**src/rtl/risc_host_loader_pkg.sv**
```systemverilog
// ============================================================================
// risc_host_pkg : shared types and constants for the my_risc host loader
// Revision 1.0
// ============================================================================
`default_nettype none

package risc_host_pkg;

    localparam int DEF_ADDR_W = 7;
    localparam int DEF_DATA_W = 16;

    // Core-port write-bar encoding
    localparam logic WRB_WRITE = 1'b0;
    localparam logic WRB_READ  = 1'b1;

    typedef enum logic [2:0] {
        S_IDLE    = 3'd0,
        S_LOAD    = 3'd1,
        S_START   = 3'd2,
        S_RUN     = 3'd3,
        S_RD_ADDR = 3'd4,
        S_RD_WAIT = 3'd5,
        S_RD_OUT  = 3'd6,
        S_FINISH  = 3'd7
    } host_state_e;

endpackage

`default_nettype wire

```
**src/rtl/risc_host_loader_if.sv**
```systemverilog
// ============================================================================
// risc_host_loader_if : load stream, readback stream and core access port
// Revision 1.0
// ============================================================================
`default_nettype none

interface risc_host_loader_if
    import risc_host_pkg::*;
#(
    parameter int ADDR_W = DEF_ADDR_W,
    parameter int DATA_W = DEF_DATA_W
) ();

    logic              Iwr_valid;
    logic              Owr_ready;
    logic [ADDR_W-1:0] Iwr_addr;
    logic [DATA_W-1:0] Iwr_data;
    logic              Iwr_last;

    logic              Ord_valid;
    logic              Ird_ready;
    logic [ADDR_W-1:0] Ord_addr;
    logic [DATA_W-1:0] Ord_data;

    logic              Ocpu_access;
    logic              Ocpu_wrb;
    logic [ADDR_W-1:0] Ocpu_addr;
    logic [DATA_W-1:0] Ocpu_data;
    logic              Ocpu_start;
    logic [DATA_W-1:0] Icpu_data;
    logic              Icpu_done;

    // master = the loader, slave = host/core environment
    modport master (
        input  Iwr_valid, Iwr_addr, Iwr_data, Iwr_last, Ird_ready, Icpu_data, Icpu_done,
        output Owr_ready, Ord_valid, Ord_addr, Ord_data,
        output Ocpu_access, Ocpu_wrb, Ocpu_addr, Ocpu_data, Ocpu_start
    );

    modport slave (
        output Iwr_valid, Iwr_addr, Iwr_data, Iwr_last, Ird_ready, Icpu_data, Icpu_done,
        input  Owr_ready, Ord_valid, Ord_addr, Ord_data,
        input  Ocpu_access, Ocpu_wrb, Ocpu_addr, Ocpu_data, Ocpu_start
    );

endinterface

`default_nettype wire

```
**src/rtl/host_run_timer.sv**
```systemverilog
// ============================================================================
// host_run_timer : RUN-phase cycle counter with done-arming and expiry flags
// Revision 1.0
// ============================================================================
`default_nettype none

module host_run_timer #(
    parameter int TIMEOUT = 1023
) (
    input  wire logic clk,
    input  wire logic rst_n,
    input  wire logic clear_i,
    input  wire logic run_i,
    output logic      armed_o,
    output logic      expired_o
);

    localparam int CNT_W = $clog2(TIMEOUT + 1);

    logic [CNT_W-1:0] count_q;

    always_ff @(posedge clk or negedge rst_n) begin
        if (!rst_n) begin
            count_q <= '0;
        end else if (clear_i) begin
            count_q <= '0;
        end else if (run_i) begin
            count_q <= count_q + 1'b1;
        end
    end

    // Armed from the second RUN cycle so a done flag left over from a previous run is ignored
    assign armed_o   = (count_q != '0);
    assign expired_o = (count_q == CNT_W'(TIMEOUT - 1));

endmodule

`default_nettype wire

```
**src/rtl/risc_host_loader.sv**
```systemverilog
// ============================================================================
// risc_host_loader : loads my_risc memory, runs the core, streams a result window
// Revision 1.0
// ============================================================================
`default_nettype none

module risc_host_loader
    import risc_host_pkg::*;
#(
    parameter int ADDR_W  = DEF_ADDR_W,
    parameter int DATA_W  = DEF_DATA_W,
    parameter int TIMEOUT = 1023
) (
    input  wire logic              Iclk,
    input  wire logic              Ireset_n,
    input  wire logic              Igo,
    input  wire logic [ADDR_W-1:0] Idump_base,
    input  wire logic [ADDR_W:0]   Idump_len,
    risc_host_loader_if.master     bus,
    output logic                   Obusy,
    output logic                   Odone,
    output logic                   Otimeout
);

    host_state_e       state_q;
    logic              busy_q, done_q, timeout_q;
    logic              wr_ready_q;
    logic              cpu_access_q, cpu_wrb_q, cpu_start_q;
    logic [ADDR_W-1:0] cpu_addr_q;
    logic [DATA_W-1:0] cpu_data_q;
    logic              rd_valid_q;
    logic [ADDR_W-1:0] rd_addr_q;
    logic [DATA_W-1:0] rd_data_q;
    logic [ADDR_W-1:0] ptr_q;
    logic [ADDR_W:0]   remain_q;
    logic              w_armed, w_expired;

    host_run_timer #(.TIMEOUT(TIMEOUT)) u_timer (
        .clk       (Iclk),
        .rst_n     (Ireset_n),
        .clear_i   (state_q == S_START),
        .run_i     (state_q == S_RUN),
        .armed_o   (w_armed),
        .expired_o (w_expired)
    );

    always_ff @(posedge Iclk or negedge Ireset_n) begin
        if (!Ireset_n) begin
            state_q      <= S_IDLE;
            busy_q       <= 1'b0;
            done_q       <= 1'b0;
            timeout_q    <= 1'b0;
            wr_ready_q   <= 1'b0;
            cpu_access_q <= 1'b0;
            cpu_wrb_q    <= WRB_READ;
            cpu_addr_q   <= '0;
            cpu_data_q   <= '0;
            cpu_start_q  <= 1'b0;
            rd_valid_q   <= 1'b0;
            rd_addr_q    <= '0;
            rd_data_q    <= '0;
            ptr_q        <= '0;
            remain_q     <= '0;
        end else begin
            cpu_start_q <= 1'b0;
            done_q      <= 1'b0;
            unique case (state_q)
                S_IDLE: begin
                    if (Igo) begin
                        state_q    <= S_LOAD;
                        busy_q     <= 1'b1;
                        wr_ready_q <= 1'b1;
                        timeout_q  <= 1'b0;
                        ptr_q      <= Idump_base;
                        remain_q   <= Idump_len;
                    end
                end
                S_LOAD: begin
                    if (wr_ready_q) begin
                        cpu_access_q <= bus.Iwr_valid;
                        if (bus.Iwr_valid) begin
                            cpu_wrb_q  <= WRB_WRITE;
                            cpu_addr_q <= bus.Iwr_addr;
                            cpu_data_q <= bus.Iwr_data;
                            wr_ready_q <= !bus.Iwr_last;
                        end else begin
                            cpu_wrb_q <= WRB_READ;
                        end
                    end else begin
                        // Ready low here means the final write is on the port this cycle
                        cpu_access_q <= 1'b0;
                        cpu_wrb_q    <= WRB_READ;
                        cpu_start_q  <= 1'b1;
                        state_q      <= S_START;
                    end
                end
                S_START: begin
                    state_q <= S_RUN;
                end
                S_RUN: begin
                    if (w_armed && bus.Icpu_done) begin
                        if (remain_q != '0) begin
                            state_q      <= S_RD_ADDR;
                            cpu_access_q <= 1'b1;
                            cpu_wrb_q    <= WRB_READ;
                            cpu_addr_q   <= ptr_q;
                        end else begin
                            state_q <= S_FINISH;
                            done_q  <= 1'b1;
                            busy_q  <= 1'b0;
                        end
                    end else if (w_expired) begin
                        state_q   <= S_FINISH;
                        done_q    <= 1'b1;
                        busy_q    <= 1'b0;
                        timeout_q <= 1'b1;
                    end
                end
                S_RD_ADDR: begin
                    cpu_access_q <= 1'b0;
                    state_q      <= S_RD_WAIT;
                end
                S_RD_WAIT: begin
                    rd_data_q  <= bus.Icpu_data;
                    rd_addr_q  <= ptr_q;
                    rd_valid_q <= 1'b1;
                    state_q    <= S_RD_OUT;
                end
                S_RD_OUT: begin
                    if (bus.Ird_ready) begin
                        rd_valid_q <= 1'b0;
                        ptr_q      <= ptr_q + 1'b1;
                        remain_q   <= remain_q - 1'b1;
                        if (remain_q == (ADDR_W+1)'(1)) begin
                            state_q <= S_FINISH;
                            done_q  <= 1'b1;
                            busy_q  <= 1'b0;
                        end else begin
                            state_q      <= S_RD_ADDR;
                            cpu_access_q <= 1'b1;
                            cpu_wrb_q    <= WRB_READ;
                            cpu_addr_q   <= ptr_q + 1'b1;
                        end
                    end
                end
                S_FINISH: begin
                    state_q <= S_IDLE;
                end
                default: begin
                    state_q <= S_IDLE;
                end
            endcase
        end
    end

    assign bus.Owr_ready   = wr_ready_q;
    assign bus.Ord_valid   = rd_valid_q;
    assign bus.Ord_addr    = rd_addr_q;
    assign bus.Ord_data    = rd_data_q;
    assign bus.Ocpu_access = cpu_access_q;
    assign bus.Ocpu_wrb    = cpu_wrb_q;
    assign bus.Ocpu_addr   = cpu_addr_q;
    assign bus.Ocpu_data   = cpu_data_q;
    assign bus.Ocpu_start  = cpu_start_q;
    assign Obusy           = busy_q;
    assign Odone           = done_q;
    assign Otimeout        = timeout_q;

endmodule

`default_nettype wire

```
**src/flat_wrapper.sv**
```systemverilog
// flat-port wrapper written by rule: the top's interface ports become plain ports
module risc_host_loader_flat import risc_host_pkg::*;
#(
    parameter int ADDR_W  = DEF_ADDR_W,
    parameter int DATA_W  = DEF_DATA_W,
    parameter int TIMEOUT = 1023
)
  (Iclk, Ireset_n, Igo, Idump_base, Idump_len, Obusy, Odone, Otimeout, bus_Iwr_valid, bus_Iwr_addr, bus_Iwr_data, bus_Iwr_last, bus_Ird_ready, bus_Icpu_data, bus_Icpu_done, bus_Owr_ready, bus_Ord_valid, bus_Ord_addr, bus_Ord_data, bus_Ocpu_access, bus_Ocpu_wrb, bus_Ocpu_addr, bus_Ocpu_data, bus_Ocpu_start);
  risc_host_loader_if #(.ADDR_W(ADDR_W), .DATA_W(DATA_W)) bus_i ();
  input  wire logic Iclk;
  input  wire logic Ireset_n;
  input  wire logic Igo;
  input  wire logic [ADDR_W-1:0] Idump_base;
  input  wire logic [ADDR_W:0] Idump_len;
  output logic Obusy;
  output logic Odone;
  output logic Otimeout;
  input wire logic [$bits(bus_i.Iwr_valid)-1:0] bus_Iwr_valid;
  input wire logic [$bits(bus_i.Iwr_addr)-1:0] bus_Iwr_addr;
  input wire logic [$bits(bus_i.Iwr_data)-1:0] bus_Iwr_data;
  input wire logic [$bits(bus_i.Iwr_last)-1:0] bus_Iwr_last;
  input wire logic [$bits(bus_i.Ird_ready)-1:0] bus_Ird_ready;
  input wire logic [$bits(bus_i.Icpu_data)-1:0] bus_Icpu_data;
  input wire logic [$bits(bus_i.Icpu_done)-1:0] bus_Icpu_done;
  output wire logic [$bits(bus_i.Owr_ready)-1:0] bus_Owr_ready;
  output wire logic [$bits(bus_i.Ord_valid)-1:0] bus_Ord_valid;
  output wire logic [$bits(bus_i.Ord_addr)-1:0] bus_Ord_addr;
  output wire logic [$bits(bus_i.Ord_data)-1:0] bus_Ord_data;
  output wire logic [$bits(bus_i.Ocpu_access)-1:0] bus_Ocpu_access;
  output wire logic [$bits(bus_i.Ocpu_wrb)-1:0] bus_Ocpu_wrb;
  output wire logic [$bits(bus_i.Ocpu_addr)-1:0] bus_Ocpu_addr;
  output wire logic [$bits(bus_i.Ocpu_data)-1:0] bus_Ocpu_data;
  output wire logic [$bits(bus_i.Ocpu_start)-1:0] bus_Ocpu_start;
  assign bus_i.Iwr_valid = bus_Iwr_valid;
  assign bus_i.Iwr_addr = bus_Iwr_addr;
  assign bus_i.Iwr_data = bus_Iwr_data;
  assign bus_i.Iwr_last = bus_Iwr_last;
  assign bus_i.Ird_ready = bus_Ird_ready;
  assign bus_i.Icpu_data = bus_Icpu_data;
  assign bus_i.Icpu_done = bus_Icpu_done;
  assign bus_Owr_ready = bus_i.Owr_ready;
  assign bus_Ord_valid = bus_i.Ord_valid;
  assign bus_Ord_addr = bus_i.Ord_addr;
  assign bus_Ord_data = bus_i.Ord_data;
  assign bus_Ocpu_access = bus_i.Ocpu_access;
  assign bus_Ocpu_wrb = bus_i.Ocpu_wrb;
  assign bus_Ocpu_addr = bus_i.Ocpu_addr;
  assign bus_Ocpu_data = bus_i.Ocpu_data;
  assign bus_Ocpu_start = bus_i.Ocpu_start;
  risc_host_loader #(.ADDR_W(ADDR_W), .DATA_W(DATA_W), .TIMEOUT(TIMEOUT)) u_core (.Iclk(Iclk), .Ireset_n(Ireset_n), .Igo(Igo), .Idump_base(Idump_base), .Idump_len(Idump_len), .bus(bus_i), .Obusy(Obusy), .Odone(Odone), .Otimeout(Otimeout));
endmodule
```
**config.mk**
```make
export PLATFORM = sky130hd
export DESIGN_NAME = risc_host_loader_flat
export DESIGN_NICKNAME = d
export VERILOG_FILES = /design/src/rtl/risc_host_loader_pkg.sv /design/src/rtl/risc_host_loader_if.sv /design/src/rtl/host_run_timer.sv /design/src/rtl/risc_host_loader.sv /design/src/flat_wrapper.sv
export SDC_FILE = /design/constraint.sdc
export NUM_CORES = 1
export LEC_CHECK = 0
export BUFFER_PORTS_ARGS = -buffer_cell sky130_fd_sc_hd__clkbuf_2
export CORE_ASPECT_RATIO = 0.8
export CORE_MARGIN = 2
export CORE_UTILIZATION = 56
export CTS_CLUSTER_SIZE = 24
export DETAILED_ROUTE_END_ITERATION = 6
export PLACE_DENSITY_LB_ADDON = 0.25
export SLEW_MARGIN = 25
export SYNTH_ARGS = -nofsm -noshare
export SYNTH_HDL_FRONTEND = slang
export SYNTH_HIERARCHICAL = 1
export SYNTH_SLANG_ARGS = --single-unit
```
**constraint.sdc**
```tcl
create_clock -name Iclk -period 3.3 [get_ports Iclk]
set_clock_uncertainty 0.15 [all_clocks]
set_input_delay 0.495 -clock Iclk [delete_from_list [all_inputs] [get_ports Iclk]]
set_output_delay 0.495 -clock Iclk [all_outputs]
set_load 0.005 [all_outputs]
```
==> results of run 1 <==
-- flip-flops by register name, summed over array words and instances (netlist names) --
name and count:
u_core/bus.Ord_data 16, u_core/bus.Ocpu_addr 7, u_core/ptr_q 7, u_core/bus.Ocpu_access 1, u_core/bus.Ocpu_data 16, u_core/bus.Ord_valid 1, u_core/remain_q 8, u_core/bus.Owr_ready 1
u_core/Otimeout 1, u_core/Odone 1, u_core/bus.Ocpu_start 1, u_core/u_timer/count_q 10, u_core/bus.Ord_addr 7, u_core/Obusy 1, u_core/bus.Ocpu_wrb 1, u_core/state_q 3
-- path summary, 6_finish.rpt --
check | slack (ns) | end | cells after the start | from
worst max-delay path | 0.70 | u_core/bus.Ocpu_addr[4]$_DFFE_PN0P_ | 5 | u_core/state_q[0]$_DFFE_PN0P_
worst min-delay path | 0.03 | u_core/remain_q[7]$_DFFE_PN0P_ | 1 | Ireset_n
worst max register to register | 0.70 | u_core/bus.Ocpu_addr[4]$_DFFE_PN0P_ | 5 | u_core/state_q[0]$_DFFE_PN0P_
worst min register to register | 0.36 | u_core/bus.Ord_valid$_DFFE_PN0P_ | 2 | u_core/bus.Ord_valid$_DFFE_PN0P_
max in group asynchronous | 2.48 | u_core/bus.Ord_addr[2]$_DFFE_PN0P_ | 1 | Ireset_n
min in group Iclk | 0.22 | u_core/bus.Ord_data[0]$_DFFE_PN0P_ | 2 | bus_Icpu_data[0]
-- layer usage --
metal,vias to the layer above,part of all wire,wire length [um],track usage
met1,1593,0.43,4030,0.342
met5,-,0,0,0
met2,136,0.47,4390,0.384
li1,1557,-,-,-
met3,7,0.091,845,0.0867
met4,0,0.0057,53,0.0699
-- layout make-up --
cell class,count,area [sq um],share of cell area
Clock buffer,11,141,0.0291
Clock inverter,5,85.1,0.0175
Inverter,10,37.5,0.00774
Multi-Input combinational cell,254,1820,0.375
Sequential cell,82,2050,0.423
Tap cell,87,109,0.0224
Timing Repair Buffer,118,607,0.125
-- worst reg2reg max path, cell delays in order, from the launching register on --
cell and delay, ns:
sky130_fd_sc_hd__dfrtp_1 0.65, sky130_fd_sc_hd__and3b_1 0.48, sky130_fd_sc_hd__nand4_1 0.25, sky130_fd_sc_hd__o21ai_2 0.12, sky130_fd_sc_hd__nor3_4 0.45, sky130_fd_sc_hd__mux2_2 0.40
-- through the flow --
stage               hold WS, ns  area [sq um]  cells  setup WS [ns]
finish                   0.0277          4850    567          0.699
global route             0.0881          4850    567          0.500
CTS                       0.197          4850    567          0.737
detailed placement        0.337          4620    551          0.745
global placement          0.310          4620    551          0.826
floorplan                0.0494          4020    366           1.23
-- logic make-up (layout without fill, tap and decap cells) --
family                   count (synthesis)  count (layout)  synth area share
AND/OR/NAND/NOR                         98              98             0.136
AO/OA/AOI/OAI                           94              94             0.145
flip-flops                              82              82             0.511
multiplexers                            51              51             0.142
buffers and inverters                   30             144            0.0358
adder cells (fa/ha/maj)                  7               7            0.0218
XOR/XNOR                                 4               4           0.00872
-- where the power goes --
| part | total (mW) | switching (mW) | internal [mW] |
|---|---|---|---|
| registers | 1.80 | 0.388 | 1.41 |
| clock network | 0.824 | 0.373 | 0.451 |
| logic | 1.59 | 0.801 | 0.790 |
| total | 4.21 | 1.56 | 2.65 |
-- cell usage in the layout (no fill, tap or decap), drive strengths merged, types with 7 or more instances in the layout --
master | netlist | routed
nor3 | 10 | 10
a21oi | 28 | 28
clkbuf | 6 | 124
inv | 10 | 11
nor2 | 21 | 21
o21ai | 31 | 31
ha | 7 | 7
dfrtp | 81 | 81
nand2 | 23 | 23
mux2 | 48 | 48
nand3 | 13 | 13
==> results.md, run 1 <==
- Status: finished clean
- Avg Cell Area, Syn: around 11 sq um
- Post-synthesis register bit count: 82
- Total wirelength of the detailed-routed design: between 9000 and 10000 um
- Combined area of all synthesized cells: 0.00402 sq mm
- Total power consumption of the routed design: around 4.2 mW
- Die outline height: about 80 um
- Finished Core Util: 0.701
- Antenna violation net count after detailed routing: 0
- Layout Area Growth over Synthesis: 20.8%
- Initial antenna violation count: 0
- Hold/Removal Path Class: in2async
- Relative slew slack: 0.414
- Post-synth top area share: 0.505
- Critical path class: reg2reg
- Leading cell type by number of instances after synthesis: sky130_fd_sc_hd__dfrtp_1
- Count of synthesis-stage warnings from yosys: 6
- Total vias in the final route: 3293
- Number of clock sinks: 82
- Number of nets in the final layout: between 500 and 600
- Yosys cell types: 60
- Latest clock arrival within the worst-skew pair: 0.35 ns
- GR Util All Layers: 0.251
- Data arrival at the endpoint of the critical path: 2.69 ns
- Main area contributors after synthesis: sky130_fd_sc_hd__dfrtp_1 50%, sky130_fd_sc_hd__mux2_2 13%, sky130_fd_sc_hd__o21ai_0 3.7%
- Total grt overflow: 0
- Initial Util: 0.580
- Critical path peak fanout: 20
- Std-Cell Core Area: 0.00693 sq mm
- Cell type with the highest aggregate area in the netlist: sky130_fd_sc_hd__dfrtp_1
- Setup repair after global routing missed its margin: no
- Number of flops mapped to enable cells by yosys: 0
- DRC marker count from the first detailed-route iteration: 219
- Residual DRC: 0
- Setup TNS: 0 ns
- Category of the worst setup path capture point: register
- Number of global-route vias before repair: 3294
- Clock tree from TritonCTS: yes
- Fmax: 0.384 GHz
- Site Rows: 27
- CTS Root Buffer Type: sky130_fd_sc_hd__clkbuf_8
- Static leakage: 2.32 nW
- Number of endpoints failing setup at the final stage: 0
- Final RePlAce weighted congestion: 0.880
- Fraction of the yosys area taken by sequential cells: 0.511
- Post-CTS Setup Bufs: 0
- Synth Flop Type: sky130_fd_sc_hd__dfrtp_1
- Startpoint class of the critical path: register
- Max-cap violations: 0
- Critical Path RT: 3.39 ns
- Max IR drop VDD: between 0.5 and 0.6 mV
- CP Buf/Inv Count: 0
- Die Span X: 98.7 um
- Clk buf depth: 2
- Number of gates resized after cts: 0
- # port buffers: 114
- Final hold violation count: 0
- Portion of the clock cycle consumed by the worst path in the final layout: 0.788
- Ratio of total power to cell area: 868 mW/mm^2
- Transition time at the pin with the least slew margin: 0.878 ns
- Pins over their slew limit: 0
- Commonest cells in the synthesized netlist: 81 x sky130_fd_sc_hd__dfrtp_1, 48 x sky130_fd_sc_hd__mux2_2, 30 x sky130_fd_sc_hd__o21ai_0, 28 x sky130_fd_sc_hd__a21oi_1, 22 x sky130_fd_sc_hd__nand2_1
- Die ar.: just under 0.008 sq mm
- Minimum clock period after layout: 2.60 ns
- Number of vias per cell after detailed routing: roughly 5.8
- Largest stage delay on the critical path: 0.65 ns
- Top-level I/O count: 115
- First-pass GRT wire length: 15600 um
- Maximum number of pins on one net before global-route repair: 83
- Clk pin slew, worst setup/hold paths: 0.08 ns
- Cell count after synthesis: 366
- 1st-pass router iterations: 5
- Post-CTS Hold Fix Bufs: 0
- Number of fill cells in the layout: just over 500
- HPWL reported at the end of detailed placement: between 6000 and 7000 um
- Slowest CP cell: sky130_fd_sc_hd__dfrtp_1
- Crit path cell chain: and3b_1 > nand4_1 > o21ai_2 > nor3_4 > mux2_2
- Fraction of final layout cells with drive strength greater than 1: 0.400
- Ys async rst share: 1.00
- N_diodes: 0
- Cell family with the largest share of critical-path delay: simple AND/OR/NAND/NOR gates
- Number of CTS-inserted buffers: 9
- Maximum level of the CTS H-tree: 3
- Number of nets produced by synthesis: 434
- Routed WL per cell: between 15 and 20 um
Note: power is estimated with default switching activity, not from simulation.
==> inputs of run 2 (changes only) <==
ABC_AREA = 1   (was unset)
CORE_UTILIZATION = 53   (was 56)
clock period = 2.6 ns   (was 3.3 ns; I/O delays follow)
==> results.md, run 2 <==
- Yosys cell types: 38 (was 60)
- 1st-pass router iterations: 4 (was 5)
- Critical Path RT: 2.73 ns (was 3.39 ns)
- Static leakage: 2.75 nW (was 2.32 nW)
- CTS Root Buffer Type: sky130_fd_sc_hd__clkbuf_8 (unchanged)
- Site Rows: 29 (was 27)
- Count of synthesis-stage warnings from yosys: 6 (unchanged)
- Die Span X: 104 um (was 98.7 um)
- Capture instance of the worst register-to-register path: u_core/remain_q[6]$_DFFE_PN0P_ (was u_core/bus.Ocpu_addr[4]$_DFFE_PN0P_)
- Worst r2r src: u_core/state_q[2]$_DFFE_PN0P_ (was u_core/state_q[0]$_DFFE_PN0P_)
- Transition time at the pin with the least slew margin: 0.665 ns (was 0.878 ns)
- Portion of the clock cycle consumed by the worst path in the final layout: 0.808 (was 0.788)
- Category of the worst setup path capture point: register (unchanged)
- Commonest non-fill, non-tap cells in the layout: 134 x sky130_fd_sc_hd__nand2_1, 113 x sky130_fd_sc_hd__clkbuf_2, 81 x sky130_fd_sc_hd__dfrtp_1 (was 113 x sky130_fd_sc_hd__clkbuf_2, 81 x sky130_fd_sc_hd__dfrtp_1, 48 x sky130_fd_sc_hd__mux2_2)
- Final RePlAce weighted congestion: 0.925 (was 0.880)
- Number of vias per cell after detailed routing: 5.20 (was 5.81)
- Setup repair after global routing missed its margin: no (unchanged)
- Die ar.: 0.00879 sq mm (was 0.00787 sq mm)
- Routed metal-1 wire length: 4460 um (was 4030 um)
- Post-synth top area share: 0.475 (was 0.505)
- Post-synthesis register bit count: 82 (unchanged)
- HPWL reported at the end of detailed placement: 7450 um (was 6660 um)
- Worst setup path startpoint: u_core/state_q[2]$_DFFE_PN0P_ (was u_core/state_q[0]$_DFFE_PN0P_)
- Clk buf depth: 2 (unchanged)
- Critical path class: reg2reg (unchanged)
- Hold/Removal Path Class: in2reg (was in2async)
- Total grt overflow: 0 (unchanged)
- Data arrival at the endpoint of the critical path: 2.23 ns (was 2.69 ns)
- Routed WL per cell: 14.2 um (was 16.4 um)
- Status: finished clean (unchanged)
- Number of gates resized after cts: 0 (unchanged)
- Number of endpoints failing setup at the final stage: 0 (unchanged)
- Combined area of all synthesized cells: 0.00427 sq mm (was 0.00402 sq mm)
- Ys async rst share: 1.00 (unchanged)
- Number of flops mapped to enable cells by yosys: 0 (unchanged)
- First-pass GRT wire length: 16500 um (was 15600 um)
- Max-cap violations: 0 (unchanged)
- Setup TNS: 0 ns (unchanged)
- Instance area after placement: 0.00490 sq mm (was 0.00462 sq mm)
- Fraction of power consumed by combinational cells: 0.464 (was 0.378)
- N_diodes: 0 (unchanged)
- Clk pin slew, worst setup/hold paths: 0.09 ns (was 0.08 ns)
- Fmax: 0.476 GHz (was 0.384 GHz)
- Reg2reg path depth: 6 (was 5)
- Std-Cell Core Area: 0.00787 sq mm (was 0.00693 sq mm)
- Clk pwr share: 0.149 (was 0.196)
- Layout Area Growth over Synthesis: 19.5% (was 20.8%)
- Clock tree from TritonCTS: yes (unchanged)
- GR Util All Layers: 0.237 (was 0.251)
- Power Internal: 3.39 mW (was 2.65 mW)
- Die outline height: 84.3 um (was 79.7 um)
- Cell type with the highest aggregate area in the netlist: sky130_fd_sc_hd__dfrtp_1 (unchanged)
- Power share of the sequential group: 0.387 (was 0.426)
- Synth Flop Type: sky130_fd_sc_hd__dfrtp_1 (unchanged)
- Fraction of the yosys area taken by sequential cells: 0.481 (was 0.511)
- Total vias in the final route: 3682 (was 3293)
- Ratio of total power to cell area: 1150 mW/mm^2 (was 868 mW/mm^2)
- Maximum number of pins on one net before global-route repair: 42 (was 83)
- Minimum clock period after layout: 2.10 ns (was 2.60 ns)
- Commonest cells in the synthesized netlist: 134 x sky130_fd_sc_hd__nand2_1, 81 x sky130_fd_sc_hd__dfrtp_1, 41 x sky130_fd_sc_hd__nor2_1, 36 x sky130_fd_sc_hd__inv_1, 32 x sky130_fd_sc_hd__nand3_1 (was 81 x sky130_fd_sc_hd__dfrtp_1, 48 x sky130_fd_sc_hd__mux2_2, 30 x sky130_fd_sc_hd__o21ai_0, 28 x sky130_fd_sc_hd__a21oi_1, 22 x sky130_fd_sc_hd__nand2_1)
- Maximum level of the CTS H-tree: 3 (unchanged)
- Antenna violation net count after detailed routing: 0 (unchanged)
- # port buffers: 114 (unchanged)
- Startpoint class of the critical path: register (unchanged)
- Number of nets in the final layout: 663 (was 543)
- Critical path peak fanout: 27 (was 20)
- Number of global-route vias before repair: 3502 (was 3294)
- Most frequent standard cell in the layout excluding fill and tap cells: sky130_fd_sc_hd__nand2_1 (was sky130_fd_sc_hd__clkbuf_2)
- Latest clock arrival within the worst-skew pair: 0.36 ns (was 0.35 ns)
- Number of clock sinks: 82 (unchanged)
- Total wirelength of the detailed-routed design: 10100 um (was 9330 um)
- Pins over their slew limit: 0 (unchanged)
- Avg Cell Area, Syn: 8.91 sq um (was 11.0 sq um)
- Met3 WL: 528 um (was 845 um)
- Fraction of power spent switching nets: 0.423 (was 0.371)
- Relative slew slack: 0.555 (was 0.414)
- Leading cell type by number of instances after synthesis: sky130_fd_sc_hd__nand2_1 (was sky130_fd_sc_hd__dfrtp_1)
- Top-level I/O count: 115 (unchanged)
- Final design area excluding fillers: 0.00510 sq mm (was 0.00485 sq mm)
- Uppermost signal routing layer after detailed routing: met4 (unchanged)
- Cell count after synthesis: 479 (was 366)
- Number of nets produced by synthesis: 547 (was 434)
- Residual DRC: 0 (unchanged)
- Initial Util: 0.542 (was 0.580)
- Number of CTS-inserted buffers: 9 (unchanged)
- Initial antenna violation count: 0 (unchanged)
- Final hold violation count: 0 (unchanged)
- Switching power total: 2.48 mW (was 1.56 mW)
- DRC marker count from the first detailed-route iteration: 180 (was 219)
- Fraction of final layout cells with drive strength greater than 1: 0.338 (was 0.400)
- Main area contributors after synthesis: sky130_fd_sc_hd__dfrtp_1 47%, sky130_fd_sc_hd__nand2_1 12%, sky130_fd_sc_hd__mux2_2 5.5% (was sky130_fd_sc_hd__dfrtp_1 50%, sky130_fd_sc_hd__mux2_2 13%, sky130_fd_sc_hd__o21ai_0 3.7%)
- Max IR drop VDD: 0.610 mV (was 0.519 mV)
- Finished Core Util: 0.648 (was 0.701)
- Post-CTS Setup Bufs: 0 (unchanged)
- End of the critical path: u_core/remain_q[6]$_DFFE_PN0P_ (was u_core/bus.Ocpu_addr[4]$_DFFE_PN0P_)
- Worst reg-to-reg setup slack: 0.50 ns (was 0.70 ns)
- Metal2 WL: 4880 um (was 4390 um)
## run 2: cell types whose count changed in the layout (fill, tap and decap cells not counted), moves of 5 or more
cell | before | now
sky130_fd_sc_hd__a21oi_1 | 28 | 9
sky130_fd_sc_hd__inv_1 | 9 | 36
sky130_fd_sc_hd__inv_2 | 1 | 7
sky130_fd_sc_hd__mux2_2 | 48 | 21
sky130_fd_sc_hd__mux2_4 | 0 | 10
sky130_fd_sc_hd__nand2_1 | 22 | 134
sky130_fd_sc_hd__nand2_2 | 1 | 9
sky130_fd_sc_hd__nand3_1 | 12 | 32
sky130_fd_sc_hd__nor2_1 | 21 | 41
sky130_fd_sc_hd__nor2_4 | 0 | 8
sky130_fd_sc_hd__o211ai_1 | 2 | 7
sky130_fd_sc_hd__o21a_1 | 5 | 0
## run 2: power by group through the flow
stage	clock network, mW	logic, mW	registers [mW]
global route	0.945	3.04	2.34
global placement	0	2.62	2.25
floorplan	0	1.90	2.21
finish	0.877	2.72	2.27
CTS	0.902	2.72	2.27
detailed placement	0	2.71	2.29
## run 2: cell type report
class	count	area [sq um]
fillers	683	2780
flip-flops and latches	82	2050
clock inverters	6	50.0
inverters	46	191
well taps	108	135
multi-input cells	339	1920
clock buffers	10	138
repair buffers	117	611
## run 2: logic make-up after synthesis
family,share of synthesized area
AND/OR/NAND/NOR,0.266
flip-flops,0.481
buffers and inverters,0.0689
AO/OA/AOI/OAI,0.0704
multiplexers,0.0932
adder cells (fa/ha/maj),0.0205
## run 2: timing repair
action,in CTS,in global routing
endpoints found under the setup margin,0,0
hold buffers,1,0
endpoints found under the hold margin,39,0
## run 2: critical path: stages, from the launching register on
cell                      delay, ns
sky130_fd_sc_hd__dfrtp_1       0.63
sky130_fd_sc_hd__nand3_4       0.30
sky130_fd_sc_hd__inv_4         0.29
sky130_fd_sc_hd__nand2_2       0.11
sky130_fd_sc_hd__nand2_4       0.24
sky130_fd_sc_hd__inv_1         0.12
sky130_fd_sc_hd__o21ai_0       0.18
## run 2: worst min-delay path by stage
stage | end | slack [ns] | cells past startpoint | from
after CTS | u_core/bus.Ord_data[11]$_DFFE_PN0P_ | 0.08 | 2 | bus_Icpu_data[11]
after global routing | u_core/bus.Ord_data[11]$_DFFE_PN0P_ | 0.09 | 2 | bus_Icpu_data[11]
after detailed placement | u_core/ptr_q[6]$_DFFE_PN0P_ | 0.27 | 1 | Ireset_n
final | u_core/bus.Ord_data[11]$_DFFE_PN0P_ | 0.09 | 2 | bus_Icpu_data[11]
after floorplan | u_core/Obusy$_DFFE_PN0P_ | -0.06 | 0 | Ireset_n
after global placement | u_core/remain_q[5]$_DFFE_PN0P_ | 0.27 | 1 | Ireset_n
## run 2: routing by layer
metal,vias up,GRT usage
li1,1785,-
met1,1750,0.305
met2,127,0.403
met3,20,0.0489
met4,0,0.0762
met5,-,0
## run 2: stage by stage
step	hold slack, ns	instances	worst slack, ns	power (mW)
floorplan	-0.0556	479	0.924	4.12
global placement	0.268	691	0.609	4.87
detailed placement	0.275	691	0.539	4.99
CTS	0.0844	708	0.512	5.89
global route	0.0928	708	0.327	6.32
finish	0.0948	708	0.499	5.87
